[src/rtl/pwm_duty_ctrl.sv]
// pwm_duty_ctrl: sequencer/configurator for a counter/comparator PWM datapath.
//
// Divides clk_i into a one-cycle PWM count enable (tick_o), mirrors the period
// counter (cont_o), holds a button/software target duty (target_o), and moves
// the comparator reference (ref_o) toward the target only at period boundaries,
// so no glitch pulses reach the PWM output.
//
// Build option: define PWM_DUTY_RAMP_EN to slew ref_o by one LSB per period.
// Without it, ref_o loads target_o at the first boundary.
//
// Ports:
//   clk_i        system clock, rising edge
//   reset        asynchronous active-high reset
//   en_i         run enable; low freezes prescaler, period counter and ref_o
//   up_i         pulse: target +1 (saturating)
//   down_i       pulse: target -1 (saturating)
//   set_i        pulse: load target from set_val_i (highest priority)
//   set_val_i    direct target value
//   tick_o       one-cycle count enable for the PWM counter
//   cont_o       period counter mirror
//   ref_o        duty reference to the comparator
//   target_o     current target duty
//   period_end_o high on the tick that wraps cont_o
//   busy_o       high while the reference is being moved (RAMP state)
module pwm_duty_ctrl #(
    parameter int unsigned DIV       = 4,
    parameter int unsigned WIDTH     = 4,
    parameter int unsigned INIT_DUTY = 0
) (
    input  logic             clk_i,
    input  logic             reset,
    input  logic             en_i,
    input  logic             up_i,
    input  logic             down_i,
    input  logic             set_i,
    input  logic [WIDTH-1:0] set_val_i,
    output logic             tick_o,
    output logic [WIDTH-1:0] cont_o,
    output logic [WIDTH-1:0] ref_o,
    output logic [WIDTH-1:0] target_o,
    output logic             period_end_o,
    output logic             busy_o
);

    localparam int unsigned    PW         = (DIV > 2) ? $clog2(DIV) : 1;
    localparam logic [PW-1:0]  PRESC_LAST = PW'(DIV - 1);
    localparam logic [WIDTH-1:0] CONT_MAX = {WIDTH{1'b1}};
    localparam logic [WIDTH-1:0] INIT_VAL = WIDTH'(INIT_DUTY);

    localparam logic [0:0] ST_IDLE = 1'b0;
    localparam logic [0:0] ST_RAMP = 1'b1;

    logic [PW-1:0]    presc_q, presc_d;
    logic             tick_q, tick_d;
    logic [WIDTH-1:0] cont_q, cont_d;
    logic [WIDTH-1:0] target_q, target_d;
    logic [WIDTH-1:0] ref_q, ref_d;
    logic [0:0]       state_q, state_d;
    logic [WIDTH-1:0] ref_step;
    logic             tick;
    logic             period_end;

    // A pending tick is held while en_i is low and only presented when running,
    // so pausing never loses or duplicates a count.
    assign tick       = tick_q & en_i;
    assign period_end = tick & (cont_q == CONT_MAX);

    always_comb begin
        presc_d = presc_q;
        tick_d  = tick_q;
        if (en_i) begin
            if (presc_q == PRESC_LAST) begin
                presc_d = '0;
                tick_d  = 1'b1;
            end else begin
                presc_d = presc_q + 1'b1;
                tick_d  = 1'b0;
            end
        end
    end

    always_comb begin
        cont_d = cont_q;
        if (tick) begin
            cont_d = cont_q + 1'b1;
        end
    end

    always_comb begin
        target_d = target_q;
        if (set_i) begin
            target_d = set_val_i;
        end else if (up_i && down_i) begin
            target_d = target_q;
        end else if (up_i) begin
            if (target_q != CONT_MAX) target_d = target_q + 1'b1;
        end else if (down_i) begin
            if (target_q != '0) target_d = target_q - 1'b1;
        end
    end

    // Next reference value applied at a boundary; direction re-evaluated each time.
    always_comb begin
`ifdef PWM_DUTY_RAMP_EN
        if (ref_q < target_q) begin
            ref_step = ref_q + 1'b1;
        end else if (ref_q > target_q) begin
            ref_step = ref_q - 1'b1;
        end else begin
            ref_step = ref_q;
        end
`else
        ref_step = target_q;
`endif
    end

    always_comb begin
        state_d = state_q;
        ref_d   = ref_q;
        case (state_q)
            ST_IDLE: begin
                if (target_q != ref_q) state_d = ST_RAMP;
            end
            ST_RAMP: begin
                if (period_end) begin
                    ref_d = ref_step;
                    if (ref_step == target_q) state_d = ST_IDLE;
                end else if (target_q == ref_q) begin
                    // Target withdrawn before any boundary: nothing to do.
                    state_d = ST_IDLE;
                end
            end
            default: state_d = ST_IDLE;
        endcase
    end

    always_ff @(posedge clk_i or posedge reset) begin
        if (reset) begin
            presc_q  <= '0;
            tick_q   <= 1'b0;
            cont_q   <= '0;
            target_q <= INIT_VAL;
            ref_q    <= INIT_VAL;
            state_q  <= ST_IDLE;
        end else begin
            presc_q  <= presc_d;
            tick_q   <= tick_d;
            cont_q   <= cont_d;
            target_q <= target_d;
            ref_q    <= ref_d;
            state_q  <= state_d;
        end
    end

    assign tick_o       = tick;
    assign cont_o       = cont_q;
    assign ref_o        = ref_q;
    assign target_o     = target_q;
    assign period_end_o = period_end;
    assign busy_o       = (state_q == ST_RAMP);

endmodule

[config.mk]
export PLATFORM = sky130hd
export DESIGN_NAME = pwm_duty_ctrl
export DESIGN_NICKNAME = d
export VERILOG_FILES = /design/src/rtl/pwm_duty_ctrl.sv
export SDC_FILE = /design/constraint.sdc
export NUM_CORES = 1
export LEC_CHECK = 0
export CAP_MARGIN = 10
export CORE_MARGIN = 2
export CORE_UTILIZATION = 39
export CTS_CLUSTER_SIZE = 14
export DETAILED_ROUTE_END_ITERATION = 10
export DONT_BUFFER_PORTS = 1
export SETUP_SLACK_MARGIN = 0.2
export SYNTH_ARGS = -nofsm -noshare
export SYNTH_HDL_FRONTEND = slang
export SYNTH_SLANG_ARGS = --single-unit
[constraint.sdc]
create_clock -name clk_i -period 2.4 [get_ports clk_i]
set_input_delay 0.6 -clock clk_i [delete_from_list [all_inputs] [get_ports clk_i]]
set_output_delay 0.6 -clock clk_i [all_outputs]
set_load 0.01 [all_outputs]
==> summary.md <==
| Metric | Value |
|---|---|
| Run status | completed |
| Maximum operating frequency | around 520 MHz |
| Pin count of the biggest net entering global routing | 17 |
| Antenna diode instance count | 0 |
| Number of distinct library cells after synthesis | 29 |
| Net count reported at finish | 90 |
| Number of global-route vias before repair | around 550 |
| Clk slew on worst S/H paths | 0.10 ns |
| Most frequently used flop master after synthesis | sky130_fd_sc_hd__dfrtp_1 |
| Antenna violations before repair | 0 |
| Post-CTS Repair Setup Buffers | 0 |
| Unrepaired setup endpoints after global routing | no |
| Multi-input logic area | 463 sq um |
| Standard cell core area | 0.00217 sq mm |
| Sum of negative setup slack | 0 ns |
| Maximum root-to-sink buffer count | 2 |
| Area Growth Syn to Fin | 7.20% |
| DRC viols | 0 |
| Hold-fix buffers, CTS | 0 |
| Antenna violation net count after detailed routing | 0 |
| Gr usage total | 13.2% |
| Synth async-reset ratio | 100% |
| Finished Core Util | 43.8% |
| Register cell area after layout | 400 sq um |
| Deepest level of the CTS H-tree | 1 |
| FILL cells | 222 |
| Shortest period the worst path allows | 1.93 ns |
| Peak fanout along the critical path | 4 |
| Wirelength, routed | 1500 microns |
| TritonCTS clock tree | done |
| Instance count of the mapped netlist | 71 |
| Arrival time of data at the critical path endpoint | between 1 and 1.5 ns |
| Leading post-synthesis cells by cell area | sky130_fd_sc_hd__dfrtp_1, sky130_fd_sc_hd__mux2_1, sky130_fd_sc_hd__xor2_1 |
| Proportion of layout cells with a drive suffix above 1 | 14.9% |
| Root buffer cell | sky130_fd_sc_hd__clkbuf_4 |
| Leakage power figure | around 0.44 nW |
| WL/cell | 14.7 microns |
| Height of the chip | slightly above 50 microns |
| Maximum ir drop on the vdd rail | 0.422 mV |
| Net count of the mapped netlist | 86 |
| Post-synth EDFFs | 0 |
| Slew headroom | 58.9% |
| I/O pin count | 25 |
| Mean area per synthesized cell | ~12 sq um |
| Grt total ovfl | 0 |
| Clock latency on the worst-skew pair | 0.28 ns |
| Cell row count | 17 |
| Nature of the critical path startpoint | flip-flop |
| Hold violation total from the final report | 0 |
| Resize count post-CTS | 0 |
| Data required, critical path | between 1.5 and 2 ns |
| Initial core utilization | between 40% and 50% |
| Worst hold path type | in -> async |
| Part of the Yosys area used for sequential elements | 45.2% |
| Mean number of vias per cell | 5.38 |
| Total of flip-flops plus latches after synthesis | 16 |
| Yosys Warn Count | 0 |
| Global-route wire length before repair | roughly 2500 microns |
| Worst setup skew after layout | 0.00904 ns |
| Netlist Area Pre-Place | about 900 sq um |
| Drt initial violations | 2 |
| Area of the die | 0.00267 sq mm |
| Count of clock tree sinks | 16 |
| Final setup violation count | 0 |
| Power per standard cell area | 886 mW/mm^2 |
| Top-area cell type share of the netlist area | 45.2% |
| Crit path capture type | output pin |
| Width of the chip | about 52 microns |
| Fraction of the cycle the final worst path needs | ~80% |
| Type of the setup path with the least slack | reg -> out |
| Port Buffer Count | 0 |
| Placed wire-length estimate | 1170 microns |
| Tightest Pin Transition | between 0.6 and 0.7 ns |
| Slew Viols, Final | 0 |
| Gpl congestion | a little under 0.7 |
| First-pass iteration count of the detailed router | 2 |
| Leading area contributor after synthesis | sky130_fd_sc_hd__dfrtp_1 |
| Max-cap violation count | 0 |
| Via Count | 549 |
| Cts bufs inserted | 3 |
## critical path: stages, from the launching register on
cell,delay [ns]
sky130_fd_sc_hd__dfrtp_1,0.46
sky130_fd_sc_hd__ha_1,0.18
sky130_fd_sc_hd__nand3_1,0.11
sky130_fd_sc_hd__nor2_1,0.30
## report_power, final
group	switching, mW	internal, mW
logic	0.101	0.115
registers	0.111	0.341
clock network	0.0813	0.0923
## path summary, 6_finish.rpt
kind	start	cells past startpoint	to	slack, ns
max in group asynchronous	reset	1	cont_o[1]$_DFFE_PP0P_	1.73
max	cont_o[0]$_DFFE_PP0P_	3	period_end_o	0.47
max reg2reg	target_o[2]$_DFFE_PP0P_	5	target_o[3]$_DFFE_PP0P_	0.63
min reg2reg	presc_q[0]$_DFFE_PP0P_	1	presc_q[0]$_DFFE_PP0P_	0.48
min in group clk_i	set_i	1	target_o[3]$_DFFE_PP0P_	0.40
min	reset	1	ref_o[0]$_DFFE_PP0P_	0.27
## logic make-up (layout without fill, tap and decap cells)
kind of cell | after synthesis | after routing | share of synthesized area [%]
flip-flops | 16 | 16 | 45.2
AND/OR/NAND/NOR | 14 | 14 | 7.49
multiplexers | 11 | 11 | 13.8
AO/OA/AOI/OAI | 12 | 12 | 14.1
adder cells (fa/ha/maj) | 5 | 5 | 7.91
XOR/XNOR | 9 | 9 | 8.90
buffers and inverters | 4 | 7 | 2.54
## synthesized netlist by cell type (2+ instances only)
| cell | instances |
|---|---|
| sky130_fd_sc_hd__mux2_1 | 5 |
| sky130_fd_sc_hd__mux2_2 | 2 |
| sky130_fd_sc_hd__inv_1 | 2 |
| sky130_fd_sc_hd__xnor2_1 | 3 |
| sky130_fd_sc_hd__nand2_1 | 6 |
| sky130_fd_sc_hd__ha_1 | 4 |
| sky130_fd_sc_hd__nand3_1 | 2 |
| sky130_fd_sc_hd__o21ai_1 | 3 |
| sky130_fd_sc_hd__dfrtp_1 | 16 |
| sky130_fd_sc_hd__mux2i_1 | 3 |
| sky130_fd_sc_hd__a21oi_1 | 2 |
| sky130_fd_sc_hd__xor2_1 | 6 |
## flip-flops by register name, indices dropped and copies added, names as in the netlist
name,flops
busy_o,1
ref_o,4
cont_o,4
presc_q,2
tick_q,1
target_o,4
## placed cells by master, fill, tap and decap left out, types with 3 or more instances in the layout
cell type / netlist / layout
sky130_fd_sc_hd__clkbuf_4: 0 / 3
sky130_fd_sc_hd__dfrtp_1: 16 / 16
sky130_fd_sc_hd__ha_1: 4 / 4
sky130_fd_sc_hd__mux2_1: 5 / 5
sky130_fd_sc_hd__mux2i_1: 3 / 3
sky130_fd_sc_hd__nand2_1: 6 / 6
sky130_fd_sc_hd__o21ai_1: 3 / 3
sky130_fd_sc_hd__xnor2_1: 3 / 3
sky130_fd_sc_hd__xor2_1: 6 / 6
## metrics by stage
stage               total power, mW  instances  area (sq um)  setup slack, ns  hold slack [ns]
floorplan                     0.629         71           886            0.449            0.457
global placement              0.668         98           913            0.411            0.468
detailed placement            0.682         98           913            0.369            0.478
CTS                           0.861        102           950            0.425            0.289
global route                  0.916        102           950            0.353            0.291
finish                        0.841        102           950            0.469            0.268
## per-layer routing
layer	up-vias	track usage, %	share of wire [%]
li1	264	-	-
met1	268	16.3	47
met2	17	20.7	46
met3	0	6.61	6.7
met4	0	2.63	0
met5	-	0	0
## layout make-up
type,instances,area share (%)
multi-input combinational,51,48.7
sequential,16,42.2
clock buffer,4,3.82
tap,28,3.69
timing repair buffer,1,0.791
inverter,2,0.791
Note: power is estimated with default switching activity, not from simulation.
